`src/rtl/stopwatch_ctrl.sv`:
```
// Stopwatch controller: run/pause/lap FSM, mm:ss counter,
// one-second prescaler and 4-digit display scan.
module stopwatch_ctrl #(
  parameter int TICK_DIV = 100000000,
  parameter int SCAN_DIV = 100000
) (
  input  logic       clk,
  input  logic       reset,
  input  logic       start_stop,
  input  logic       clear,
  input  logic       lap,
  output logic [5:0] sec_out,
  output logic [5:0] min_out,
  output logic       running,
  output logic       lapped,
  output logic       tick,
  output logic [3:0] an
);

  localparam int PW = (TICK_DIV > 1) ? $clog2(TICK_DIV) : 1;
  localparam int SW = (SCAN_DIV > 1) ? $clog2(SCAN_DIV) : 1;
  localparam logic [PW-1:0] TMAX = PW'(TICK_DIV - 1);
  localparam logic [SW-1:0] SMAX = SW'(SCAN_DIV - 1);

  typedef enum logic [1:0] {
    S_IDLE,
    S_RUN,
    S_PAUSE,
    S_LAP
  } state_t;

  state_t        r_state;
  logic [PW-1:0] r_presc;
  logic [5:0]    r_sec;
  logic [5:0]    r_min;
  logic [5:0]    r_hold_sec;
  logic [5:0]    r_hold_min;
  logic [SW-1:0] r_scan_cnt;
  logic [1:0]    r_scan_idx;
  logic          w_active;
  logic          w_clr;

  assign w_active = (r_state == S_RUN) || (r_state == S_LAP);
  assign w_clr    = (r_state == S_PAUSE) && clear;
  assign tick     = w_active && (r_presc == TMAX);
  assign running  = w_active;
  assign lapped   = (r_state == S_LAP);
  assign sec_out  = lapped ? r_hold_sec : r_sec;
  assign min_out  = lapped ? r_hold_min : r_min;

  // Control FSM; entering LAP snapshots the pre-tick live count
  always_ff @(posedge clk or posedge reset) begin
    if (reset) begin
      r_state    <= S_IDLE;
      r_hold_sec <= '0;
      r_hold_min <= '0;
    end else begin
      unique case (r_state)
        S_IDLE: begin
          if (start_stop) r_state <= S_RUN;
        end
        S_RUN: begin
          if (start_stop) begin
            r_state <= S_PAUSE;
          end else if (lap) begin
            r_state    <= S_LAP;
            r_hold_sec <= r_sec;
            r_hold_min <= r_min;
          end
        end
        S_LAP: begin
          if (start_stop)  r_state <= S_PAUSE;
          else if (lap)    r_state <= S_RUN;
        end
        S_PAUSE: begin
          if (clear)           r_state <= S_IDLE;
          else if (start_stop) r_state <= S_RUN;
        end
        default: r_state <= S_IDLE;
      endcase
    end
  end

  // Prescaler and mm:ss counter; holds in PAUSE, zeroed on clear
  always_ff @(posedge clk or posedge reset) begin
    if (reset) begin
      r_presc <= '0;
      r_sec   <= '0;
      r_min   <= '0;
    end else if (w_clr) begin
      r_presc <= '0;
      r_sec   <= '0;
      r_min   <= '0;
    end else if (r_state == S_IDLE) begin
      r_presc <= '0;
    end else if (w_active) begin
      if (tick) begin
        r_presc <= '0;
        if (r_sec == 6'd59) begin
          r_sec <= '0;
          r_min <= (r_min == 6'd59) ? 6'd0 : r_min + 6'd1;
        end else begin
          r_sec <= r_sec + 6'd1;
        end
      end else begin
        r_presc <= r_presc + 1'b1;
      end
    end
  end

  // Digit scan runs in every state
  always_ff @(posedge clk or posedge reset) begin
    if (reset) begin
      r_scan_cnt <= '0;
      r_scan_idx <= '0;
    end else if (r_scan_cnt == SMAX) begin
      r_scan_cnt <= '0;
      r_scan_idx <= r_scan_idx + 2'd1;
    end else begin
      r_scan_cnt <= r_scan_cnt + 1'b1;
    end
  end

  // Active-low one-hot digit enable
  always_comb begin
    an = 4'b1110;
    unique case (r_scan_idx)
      2'd0: an = 4'b1110;
      2'd1: an = 4'b1101;
      2'd2: an = 4'b1011;
      2'd3: an = 4'b0111;
      default: an = 4'b1110;
    endcase
  end

endmodule

```
`config.mk`:
```
export PLATFORM = sky130hd
export DESIGN_NAME = stopwatch_ctrl
export DESIGN_NICKNAME = d
export VERILOG_FILES = /design/src/rtl/stopwatch_ctrl.sv
export SDC_FILE = /design/constraint.sdc
export NUM_CORES = 1
export LEC_CHECK = 0
export CAP_MARGIN = 20
export CORE_MARGIN = 8
export CORE_UTILIZATION = 40
export DETAILED_ROUTE_END_ITERATION = 16
export PLACE_DENSITY = 0.6
export SLEW_MARGIN = 20
export SYNTH_ARGS = -nofsm -noshare
export SYNTH_HDL_FRONTEND = slang
export SYNTH_SLANG_ARGS = --single-unit
```
`constraint.sdc`:
```
create_clock -name clk -period 2.49 [get_ports clk]
set_input_delay 0.498 -clock clk [delete_from_list [all_inputs] [get_ports clk]]
set_output_delay 0.498 -clock clk [all_outputs]
set_load 0.01 [all_outputs]
```
Yosys cells after proc, flatten, opt, wreduce, memory -nomap -nowiden --
Cells that the tools add are included.
Word-level totals: flip-flop bits (word level) 72, bits in latches 0, memory bits (writable) 0, bits in read-only memories 0, input bits 5, output and inout port bits 19, word-level logic and storage cells 66, memories kept 0
Operators by class: $add $sub $neg 5, multipliers 0, divide/modulo/power cells 0, order comparisons 0, equality and inequality tests 13, shifts and indexed selects 0, muxes and demuxes 26, bitwise gates (word level) 1, reductions and logical operators 13
Operators with widths (count):
- $mux 27 | 4
- $mux 6 | 13
- $add 27x1->27 const B | 1
- $eq 27x27->1 const B | 1
- $add 17x1->17 const B | 1
- $eq 17x17->1 const B | 1
- $mux 17 | 1
- $pmux 4 s4 | 1
- $add 6x1->6 const B | 2
- $eq 6x6->1 const B | 2
- $mux 2 | 6
- $eq 2x2->1 const B | 4
- $pmux 2 s4 | 1
- $ne 3x3->1 const B | 2
- $reduce_and 3->1 | 2
- $reduce_bool 2->1 | 3
- $eq 2x1->1 const B | 2
- $logic_not 2->1 | 2
- $reduce_and 4->1 | 1
- $reduce_bool 3->1 | 1
- $add 2x1->2 const B | 1
- $logic_and 1x1->1 | 2
- $ne 2x2->1 const B | 1
- $reduce_and 2->1 | 1
- other kinds (2) | 2

Logic depth before layout (Yosys ltp) --
Gate-level depths: netlist (run 1).
word-level depth 7, mapped depth 8, depth with buffers taken out 6

Worst setup path before layout (run 1) --
Ideal clock, no wire load.
kind register to register, start point reg r_presc[0], end point reg r_min[0], library setup time 73 ps, data arrival time 2260 ps, path slack 157 ps, cell stages (with the launch flop) 9, cell sequence dfrtp_1 > ha_1 > nand4_1 > or3_1 > buf_2 > or4_1 > buf_2 > or3_1 > a21oi_2
On the way: longest elaborated chain between the ends 4
RTL lines:
- start, declared | RTL line 33 | logic [PW-1:0] r_presc;
- start signal, assigned | RTL line 106 | r_presc <= r_presc + 1'b1;
- $eq 27x27->1 | RTL line 45 | assign tick = w_active && (r_presc == TMAX);
- $logic_and 1x1->1 | RTL line 45
- $reduce_bool 2->1 (no line)
- $reduce_and 4->1 (no line)
- end signal, assigned | RTL line 101 | r_min <= (r_min == 6'd59) ? 6'd0 : r_min + 6'd1;
- end, declared | RTL line 35 | logic [5:0] r_min;
No other way between the ends. A chain may end at the register's enable or synchronous reset.

Worst setup path in the final report (run 1) --
start point reg r_presc[0], end point out tick
On the way: longest elaborated chain between the ends 2
RTL lines:
- $eq 27x27->1 | RTL line 45
- $logic_and 1x1->1 | RTL line 45
- end, declared | RTL line 16 | output logic tick,
No other way between the ends.

==> impl_results.md, run 1 <==
* Outcome: complete, no violations
* Critical path required time at 1.99 ns
* Nets at 463
* First-iteration detailed-routing DRC count at 103
* Setup CP Type: register to output port
* WL per Instance at 13.77 um
* IO buf count at 23
* Hold-fix buffers at CTS at 0
* CP Cell Sequence: ha_2 -> nand4_1 -> or2_4 -> or4_4 -> inv_2 -> buf_6
* Die area at 12820 um2
* Antenna diode count at 0
* Pwr/cell area at 652.0 nW/um2
* Max-slew violation count at 0
* Synth Flop Type: dfrtp_1
* Post-synth EDFFs at 0
* Vias at 2935
* Pre-CTS WS at -0.1309 ns
* Total gr overflow at 0
* IO Pins at 24
* Number of global-route vias before repair at 2949
* Synth warn at 0
* Synth top area cells: dfrtp_1 48%, mux2_2 7.4%, xnor2_1 5.8%
* Mapped Cells at 384
* CP max stage cell: or4_4
* CTS tree: built
* Critical path endpoint category: output port
* Final total power at 3.051 mW
* Detailed-placement wirelength estimate at 5.482 mm
* Root buffer cell: clkbuf_8
* Clock Pin Slew Worst Setup and Hold Paths at 0.09 ns
* CP max stage delay at 0.55 ns
* Synth cell types at 49
* Vias per cell at 5.186
* Largest net degree at the start of global routing at 28
* CTS Buffer Depth at 2
* CTS Buf Count at 9
* Crit path launch type: register
* Fin area at 4679 um2
* Hold slack final at 0.4846 ns
* H-tree levels at 3
* Syn_area_per_cell at 9.850 um2
* Core region area at 9196 um2
* Seq cells post-synth at 72
* Placed cell area at 4393 um2
* Most frequent cells in the layout: 72 x dfrtp_1, 45 x buf_4, 38 x nor2_1, 32 x nand2_1
* RSZ-0062 raised after global routing: true
* Post-layout util at 0.5088
* Fillers at 857
* DRC violations left at 0
* Fin. Hold Viols at 0
* Initial antenna violation count at 0
* Horiz. Die Dim at 113.2 um
* Clk_lat worst skew at 0.34 ns
* Tcrit/Tclk final at 0.9827
* Area added between synthesis and finish at 23.72%
* Hold WC Path Type: register to register
* Final Skew at 0.01412 ns
* Static Leak at 2.142 nW
* Post-Synthesis Cell Area at 3782 um2
* Net count after synthesis at 397
* GPL Wtd Cong at 0.8071
* Final ANT Viol Nets at 0
* Layout cells sized above 1 at 0.2374
* Async set-reset flop share out of synthesis at 1.000
* Initial Utilization at 0.4113
* Most common cell after layout, fill and taps aside: dfrtp_1
* Tmin final at 2.447 ns
* Clk sink count at 72
* # setup viols final at 0
* Top-area cell type share of the netlist area at 0.4763
* Routed wire length at 7.791 mm
* First-pass GRT wire length at 13.99 mm
* Sequential area share after synthesis at 0.4763
* VDD IR max at 0.2548 mV
* Synth area leader: dfrtp_1
* Crit path max fanout at 2
* Chip Height at 113.2 um
* DR pass1 iterations at 4
* FMAX at 408.7 MHz
* Slew at the pin with the worst max-slew slack at 0.5179 ns
* Worst Setup Slack, final at 0.04304 ns
* Gr usage total at 0.1320
* Maxcap violations at 0
* # rows at 35
* Worst path arrival time at 1.95 ns
* Max-slew headroom at 0.6542
## critical path, delay by kind of cell, from the launching register on
kind,cells,cell delay (ns)
buf+inv,2,0.16
simple gates,3,0.90
fa+ha+maj,1,0.19
flops,1,0.36
## final cells by class
type / instances / area, um2 / share of cell area
Clock buffer: 10 / 137.6 / 0.02941
Clock inverter: 6 / 68.82 / 0.01471
Inverter: 18 / 67.56 / 0.01444
Multi-Input combinational cell: 277 / 1844 / 0.3941
Sequential cell: 72 / 1802 / 0.3850
Tap cell: 111 / 138.9 / 0.02968
Timing Repair Buffer: 72 / 620.6 / 0.1326
## power by group
group          total (mW)  leakage, nW  switching, mW  internal (mW)
Combinational       0.752         1.06          0.372          0.380
Sequential           1.34        0.983         0.0668           1.27
Clock               0.962        0.102          0.468          0.494
## sequential cells by signal (all words and copies together) (netlist names)
name        cells
r_scan_cnt     17
r_presc        27
r_hold_sec      6
r_state         2
r_sec           6
r_hold_min      6
r_min           6
r_scan_idx      2
## final timing paths
kind	startpoint	to	slack, ns	depth (start not counted)
hold / removal	r_scan_cnt[0]$_DFF_PP0_	r_scan_cnt[0]$_DFF_PP0_	0.48	1
setup reg to reg	r_scan_cnt[12]$_DFF_PP0_	r_scan_idx[1]$_DFFE_PP0N_	0.17	5
hold reg to reg	r_scan_cnt[0]$_DFF_PP0_	r_scan_cnt[0]$_DFF_PP0_	0.48	1
max in group asynchronous	reset	r_presc[10]$_DFFE_PP0P_	1.44	3
min in group asynchronous	reset	r_hold_min[0]$_DFFE_PP0P_	0.51	2
setup / recovery	r_presc[0]$_DFFE_PP0P_	tick	0.04	6
## metrics by stage
stage / std cells / setup TNS (ns)
floorplan: 384 / 0
global placement: 541 / -0.1150
detailed placement: 541 / -0.2087
CTS: 559 / 0
global route: 566 / -0.02702
finish: 566 / 0
## metal layers
| metal | vias to the layer above | share of wire | GRT usage | routed length [um] |
|---|---|---|---|---|
| li1 | 1465 | - | - | - |
| met1 | 1421 | 0.49 | 0.1749 | 3827 |
| met2 | 39 | 0.46 | 0.2067 | 3595 |
| met3 | 10 | 0.026 | 0.02236 | 200 |
| met4 | 0 | 0.022 | 0.05950 | 168 |
| met5 | - | 0 | 0 | 0 |
## synth_stat cells (all sizes together), types with 3 or more instances
master	instances
a21oi	13
a22o	3
and2	3
and3	8
and4	4
buf	8
clkbuf	9
dfrtp	72
ha	8
inv	18
mux2	25
nand2	32
nand3	25
nand4	10
nor2	38
nor2b	4
nor3	12
nor4	5
o21ai	12
o31ai	3
or3	10
or4	6
xnor2	25
xor2	11
## what timing repair did
item / CTS / global route
pin swaps: 4 / 5
gates resized for setup: 20 / 4
setup endpoints to repair: 13 / 4
setup buffers: 2 / 7
## cells by family (layout without fill, tap and decap cells)
group | after synthesis | after routing | synth area share
simple gates | 167 | 167 | 0.2316
flops | 72 | 72 | 0.4763
compound gates | 40 | 40 | 0.06517
xor+xnor | 36 | 36 | 0.08336
buf+inv | 35 | 106 | 0.04002
mux | 26 | 26 | 0.07708
fa+ha+maj | 8 | 8 | 0.02646
Power figures use the tool's default switching activity.
==> run 2, diff against run 1 <==
--- a/config.mk
+++ b/config.mk
@@ -9,6 +9,7 @@
 export CORE_MARGIN = 8
 export CORE_UTILIZATION = 40
 export DETAILED_ROUTE_END_ITERATION = 16
+export GPL_ROUTABILITY_DRIVEN = 0
 export PLACE_DENSITY = 0.6
 export SLEW_MARGIN = 20
 export SYNTH_ARGS = -nofsm -noshare
==> results of run 2 <==
Final layout, timing and power as in run 1 (identical DEF).
==> run 3, diff against run 2 <==
--- a/config.mk
+++ b/config.mk
@@ -6,11 +6,10 @@
 export NUM_CORES = 1
 export LEC_CHECK = 0
 export CAP_MARGIN = 20
-export CORE_MARGIN = 8
 export CORE_UTILIZATION = 40
 export DETAILED_ROUTE_END_ITERATION = 16
 export GPL_ROUTABILITY_DRIVEN = 0
-export PLACE_DENSITY = 0.6
+export PLACE_DENSITY = 0.68
 export SLEW_MARGIN = 20
 export SYNTH_ARGS = -nofsm -noshare
 export SYNTH_HDL_FRONTEND = slang
==> run 3 against run 2 <==
Against the previous run:
- combinational power shrank 8.6%
- sequential power barely moved
- cell area is 1.3% lower
- sequential share of layout area is 0.51 points higher
- total power is 0.93% higher
- critical path depth fell by 1
- sequential cell count did not move
- maximum frequency grew 0.13%
- critical path type unchanged
==> impl_results.md, run 3 (synthesized netlist as in run 1, its figures left out) <==
* Critical path required time at 1.99 ns (about the same)
* Most flops, register: r_presc
* Nets at 453 (-2.2%)
* Top flop regs: r_presc: 27 flops, r_scan_cnt: 17 flops
* Hold slack final at 0.4810 ns (-0.003622 ns)
* VDD IR max at 0.3373 mV (+32%)
* Vias per cell at 5.230 (+0.86%)
* Met1 wire length at 3.517 mm (-8.1%)
* Area added between synthesis and finish at 22.10%
* Core region area at 9196 um2 (unchanged)
* Hold WC Path Type: register to register
* Final total power at 3.079 mW (+0.93%)
* DRC violations left at 0 (unchanged)
* Tmin final at 2.444 ns (-0.003114 ns)
* RSZ-0062 raised after global routing: true
* Final ANT Viol Nets at 0 (unchanged)
* CP max stage delay at 0.58 ns (+0.03 ns)
* Post-CTS Setup Bufs at 0 (-2)
* Routed wl met3 at 197 um (-1.5%)
* Antenna diode count at 0 (unchanged)
* Final Skew at 0.01088 ns (-0.003239 ns)
* Setup TNS at 0 ns (unchanged)
* DR pass1 iterations at 4 (unchanged)
* Vias at 2908 (-0.92%)
* Bufs and invs on worst path at 2 (unchanged)
* Largest net degree at the start of global routing at 40 (+43%)
* Max-slew headroom at 0.6931 (+0.03888)
* First-pass GRT wire length at 13.12 mm (-6.2%)
* CP Cell Sequence: nor4_2 -> nand4_1 -> or4_4 -> inv_1 -> buf_2
* IO Pins at 24 (unchanged)
* Layout cells sized above 1 at 0.2225 (-0.01489)
* # rows at 35 (unchanged)
* Outcome: complete, no violations
* CTS Buf Count at 9 (unchanged)
* Pwr/cell area at 666.8 nW/um2 (+2.3%)
* Number of global-route vias before repair at 2842 (-3.6%)
* Crit path launch type: register
* Most common cell after layout, fill and taps aside: dfrtp_1
* Setup CP Type: register to output port
* Chip Height at 99.24 um (-12%)
* Clk sink count at 72 (unchanged)
* IO buf count at 23 (unchanged)
* Met2 wire length at 3.721 mm (+3.5%)
* H-tree levels at 3 (unchanged)
* CTS tree: built
* Total gr overflow at 0 (unchanged)
* Tcrit/Tclk final at 0.9815 (-0.001250)
* Initial antenna violation count at 0 (unchanged)
* Maxcap violations at 0 (unchanged)
* Slew at the pin with the worst max-slew slack at 0.4596 ns (-0.05824 ns)
* Static Leak at 2.114 nW (-1.3%)
* Finished Layout Cells at 556 (-1.8%)
* WL per Instance at 13.58 um (-1.3%)
* # setup viols final at 0 (unchanged)
* Max Used Layer: met4
* Horiz. Die Dim at 99.24 um (-12%)
* Top Family by Delay on Critical Path: simple AND/OR/NAND/NOR gates
* Hold-fix buffers at CTS at 0 (unchanged)
* Critical path endpoint category: output port
* Clk_lat worst skew at 0.35 ns (about the same)
* Detailed-placement wirelength estimate at 5.396 mm (-1.6%)
* Die area at 9849 um2 (-23%)
* Clock Pin Slew Worst Setup and Hold Paths at 0.07 ns (-0.02 ns)
* Worst path arrival time at 1.95 ns (about the same)
* CP max stage cell: or4_4
* Routed wire length at 7.553 mm (-3.1%)
* FMAX at 409.2 MHz (+0.13%)
* Crit path max fanout at 2 (unchanged)
* Largest register FFs at 27 (unchanged)
* Fin. Hold Viols at 0 (unchanged)
* Initial Utilization at 0.4113 (unchanged)
* CTS Buffer Depth at 2 (unchanged)
* DP Cell Count at 540 (-0.18%)
* Gr usage total at 0.1667 (+0.03467)
* Max-slew violation count at 0 (unchanged)
* Root buffer cell: clkbuf_8
* Most frequent cells in the layout: 72 x dfrtp_1, 38 x nor2_1, 37 x buf_4, 31 x nand2_1
* First-iteration detailed-routing DRC count at 86 (-17%)
run 3: timing repair:
action	in CTS	in global routing
pin swaps	1	4
endpoints found under the setup margin	13	3
resized for setup	21	4
run 3: layout make-up:
cell class	instances	area [um2]
Tap cell	111	138.9
Sequential cell	72	1802
Fill cell	836	4578
Clock inverter	5	78.83
Inverter	18	67.56
Clock buffer	11	151.4
Timing Repair Buffer	62	526.8
Multi-Input combinational cell	277	1853
run 3: metrics by stage:
| step | setup slack [ns] | cell area [um2] | util |
|---|---|---|---|
| floorplan | 0.1567 | 3782 | - |
| global placement | -0.04075 | 4373 | 0.4755 |
| detailed placement | -0.09070 | 4373 | 0.4755 |
| CTS | -0.1232 | 4609 | 0.5012 |
| global route | -0.05373 | 4618 | 0.5022 |
| finish | 0.04615 | 4618 | 0.5022 |
run 3: worst paths after layout:
kind	end	start	slack (ns)	cells after the start
setup reg to reg	r_min[0]$_DFFE_PP0P_	r_presc[0]$_DFFE_PP0P_	0.15	6
setup / recovery	tick	r_presc[12]$_DFFE_PP0P_	0.05	5
max in group asynchronous	r_presc[15]$_DFFE_PP0P_	reset	1.44	3
hold reg to reg	r_scan_cnt[0]$_DFF_PP0_	r_scan_cnt[0]$_DFF_PP0_	0.48	1
hold / removal	r_scan_cnt[0]$_DFF_PP0_	r_scan_cnt[0]$_DFF_PP0_	0.48	1
min in group asynchronous	r_scan_cnt[5]$_DFF_PP0_	reset	0.49	2
run 3: per-layer routing:
| metal | GRT usage | up-vias |
|---|---|---|
| li1 | - | 1449 |
| met1 | 0.2048 | 1408 |
| met2 | 0.2890 | 38 |
| met3 | 0.03303 | 13 |
| met4 | 0.06448 | 0 |
| met5 | 0 | - |
run 3: report_power, final:
group / internal (mW) / switching [mW] / total [mW]
clock: 0.617 / 0.438 / 1.06
combinational: 0.325 / 0.362 / 0.687
sequential: 1.27 / 0.0667 / 1.34
==> variant, RTL diff (config.mk and constraints of run 2) <==
Change the parameter `SCAN_DIV` from 100000 to 50000.
--- a/src/rtl/stopwatch_ctrl.sv
+++ b/src/rtl/stopwatch_ctrl.sv
@@ -2,7 +2,7 @@
 // one-second prescaler and 4-digit display scan.
 module stopwatch_ctrl #(
   parameter int TICK_DIV = 100000000,
-  parameter int SCAN_DIV = 100000
+  parameter int SCAN_DIV = 50000
 ) (
   input  logic       clk,
   input  logic       reset,
Formal check against the unedited RTL: no difference found for any inputs over 10 cycles, from zero or initial values and one cycle with reset high; that may be too few to reach the edited logic, so the function may still have changed.
==> variant against run 2 <==
Non-clock buffer count is 27 lower; worst setup slack better by 0.070 ns; worst hold slack improved by 0.0031 ns; global-route usage is 0.51 points lower; final cell count shrank 7.6%; area after synthesis fell by 1.3%; fmax increased by 3.0%; clock power increased by 3.3%; total power down 11%; sequential cell count shrank 1; wire length down 3.4%; synthesized cell count fell by 5.7%; design area is 5.2% lower; sequential power decreased by 4%; critical path type unchanged; critical endpoint is now sec_out[1]; highest routed layer unchanged.
==> variant: results (changes against run 2) <==
metric	value	unit	change
status	finished clean		unchanged
hold-worst-slack	0.4877	ns	was 0.4846 ns
synthTopCellsByCount	dfrtp_1 (71), nor2_1 (48), nand2_1 (31)		was dfrtp_1 (72), nor2_1 (38), nand2_1 (32)
hpwlAfterDp	5158	um	was 5482 um
max_stage_delay	0.48	ns	was 0.55 ns
fin_skew	0.01534	ns	was 0.01412 ns
wl_met1	3843	um	was 3827 um
critPathLaunch	r_state[1]		was r_presc[0]
yosysSeqAreaShare	0.4759		was 0.4763
dp_slack	0.01457	ns	was -0.1309 ns
worst_slew_pin_slew	0.6358	ns	was 0.5179 ns
multi_input_area_share	0.4189		was 0.3941
clk_pin_slew	0.07	ns	was 0.09 ns
reg2reg_depth	6		was 5
routed_wl	7530	um	was 7791 um
use_met1	0.1715		was 0.1749
clk_share	0.04739		was 0.04412
sh_seq_area	0.4008		was 0.3850
cp.arrival	1.88	ns	was 1.95 ns
ys_types	48		was 49
grt_max_degree	72		was 28
multi_input_gates	270		was 277
ys_top_cells_by_area	dfrtp_1 (48%), mux2_2 (7.2%), xor2_1 (4.9%)		was dfrtp_1 (48%), mux2_2 (7.4%), xnor2_1 (5.8%)
post_dp_cell_area	4210	um^2	was 4393 um^2
cp_top_family	buffers and inverters		was simple AND/OR/NAND/NOR gates
wl_met2	3351	um	was 3595 um
area_delta_synth_final	18.80	%	was 23.72%
-- variant: cell count changes after synthesis, moves of 6 or more --
cell	before	now
nor2_1	38	48
xor2_1	11	21
inv_1	18	11
o21ai_0	12	5
or3_1	10	3
xnor2_1	25	18
a21oi_1	12	6
-- variant: cell families (layout without fill, tap and decap cells) --
kind of cell	count (synthesis)	after routing	share of synthesized area
AND/OR/NAND/NOR	171	171	0.2500
flip-flops	71	71	0.4759
XOR/XNOR	39	39	0.09149
AO/OA/AOI/OAI	26	26	0.04826
multiplexers	26	26	0.07775
buffers and inverters	21	71	0.02982
adder cells (fa/ha/maj)	8	8	0.02681
-- variant: worst register-to-register path: cells and delay by family, from the launching register on --
kind	cells	cell delay, ns
AND/OR/NAND/NOR	3	0.95
buffers and inverters	2	0.45
flip-flops	1	0.40
AO/OA/AOI/OAI	1	0.20
-- variant: report_power, final --
part	switching [uW]	total, uW	internal [uW]
Sequential	50.2	1280	1230
Combinational	235	450	215
Clock	437	994	557
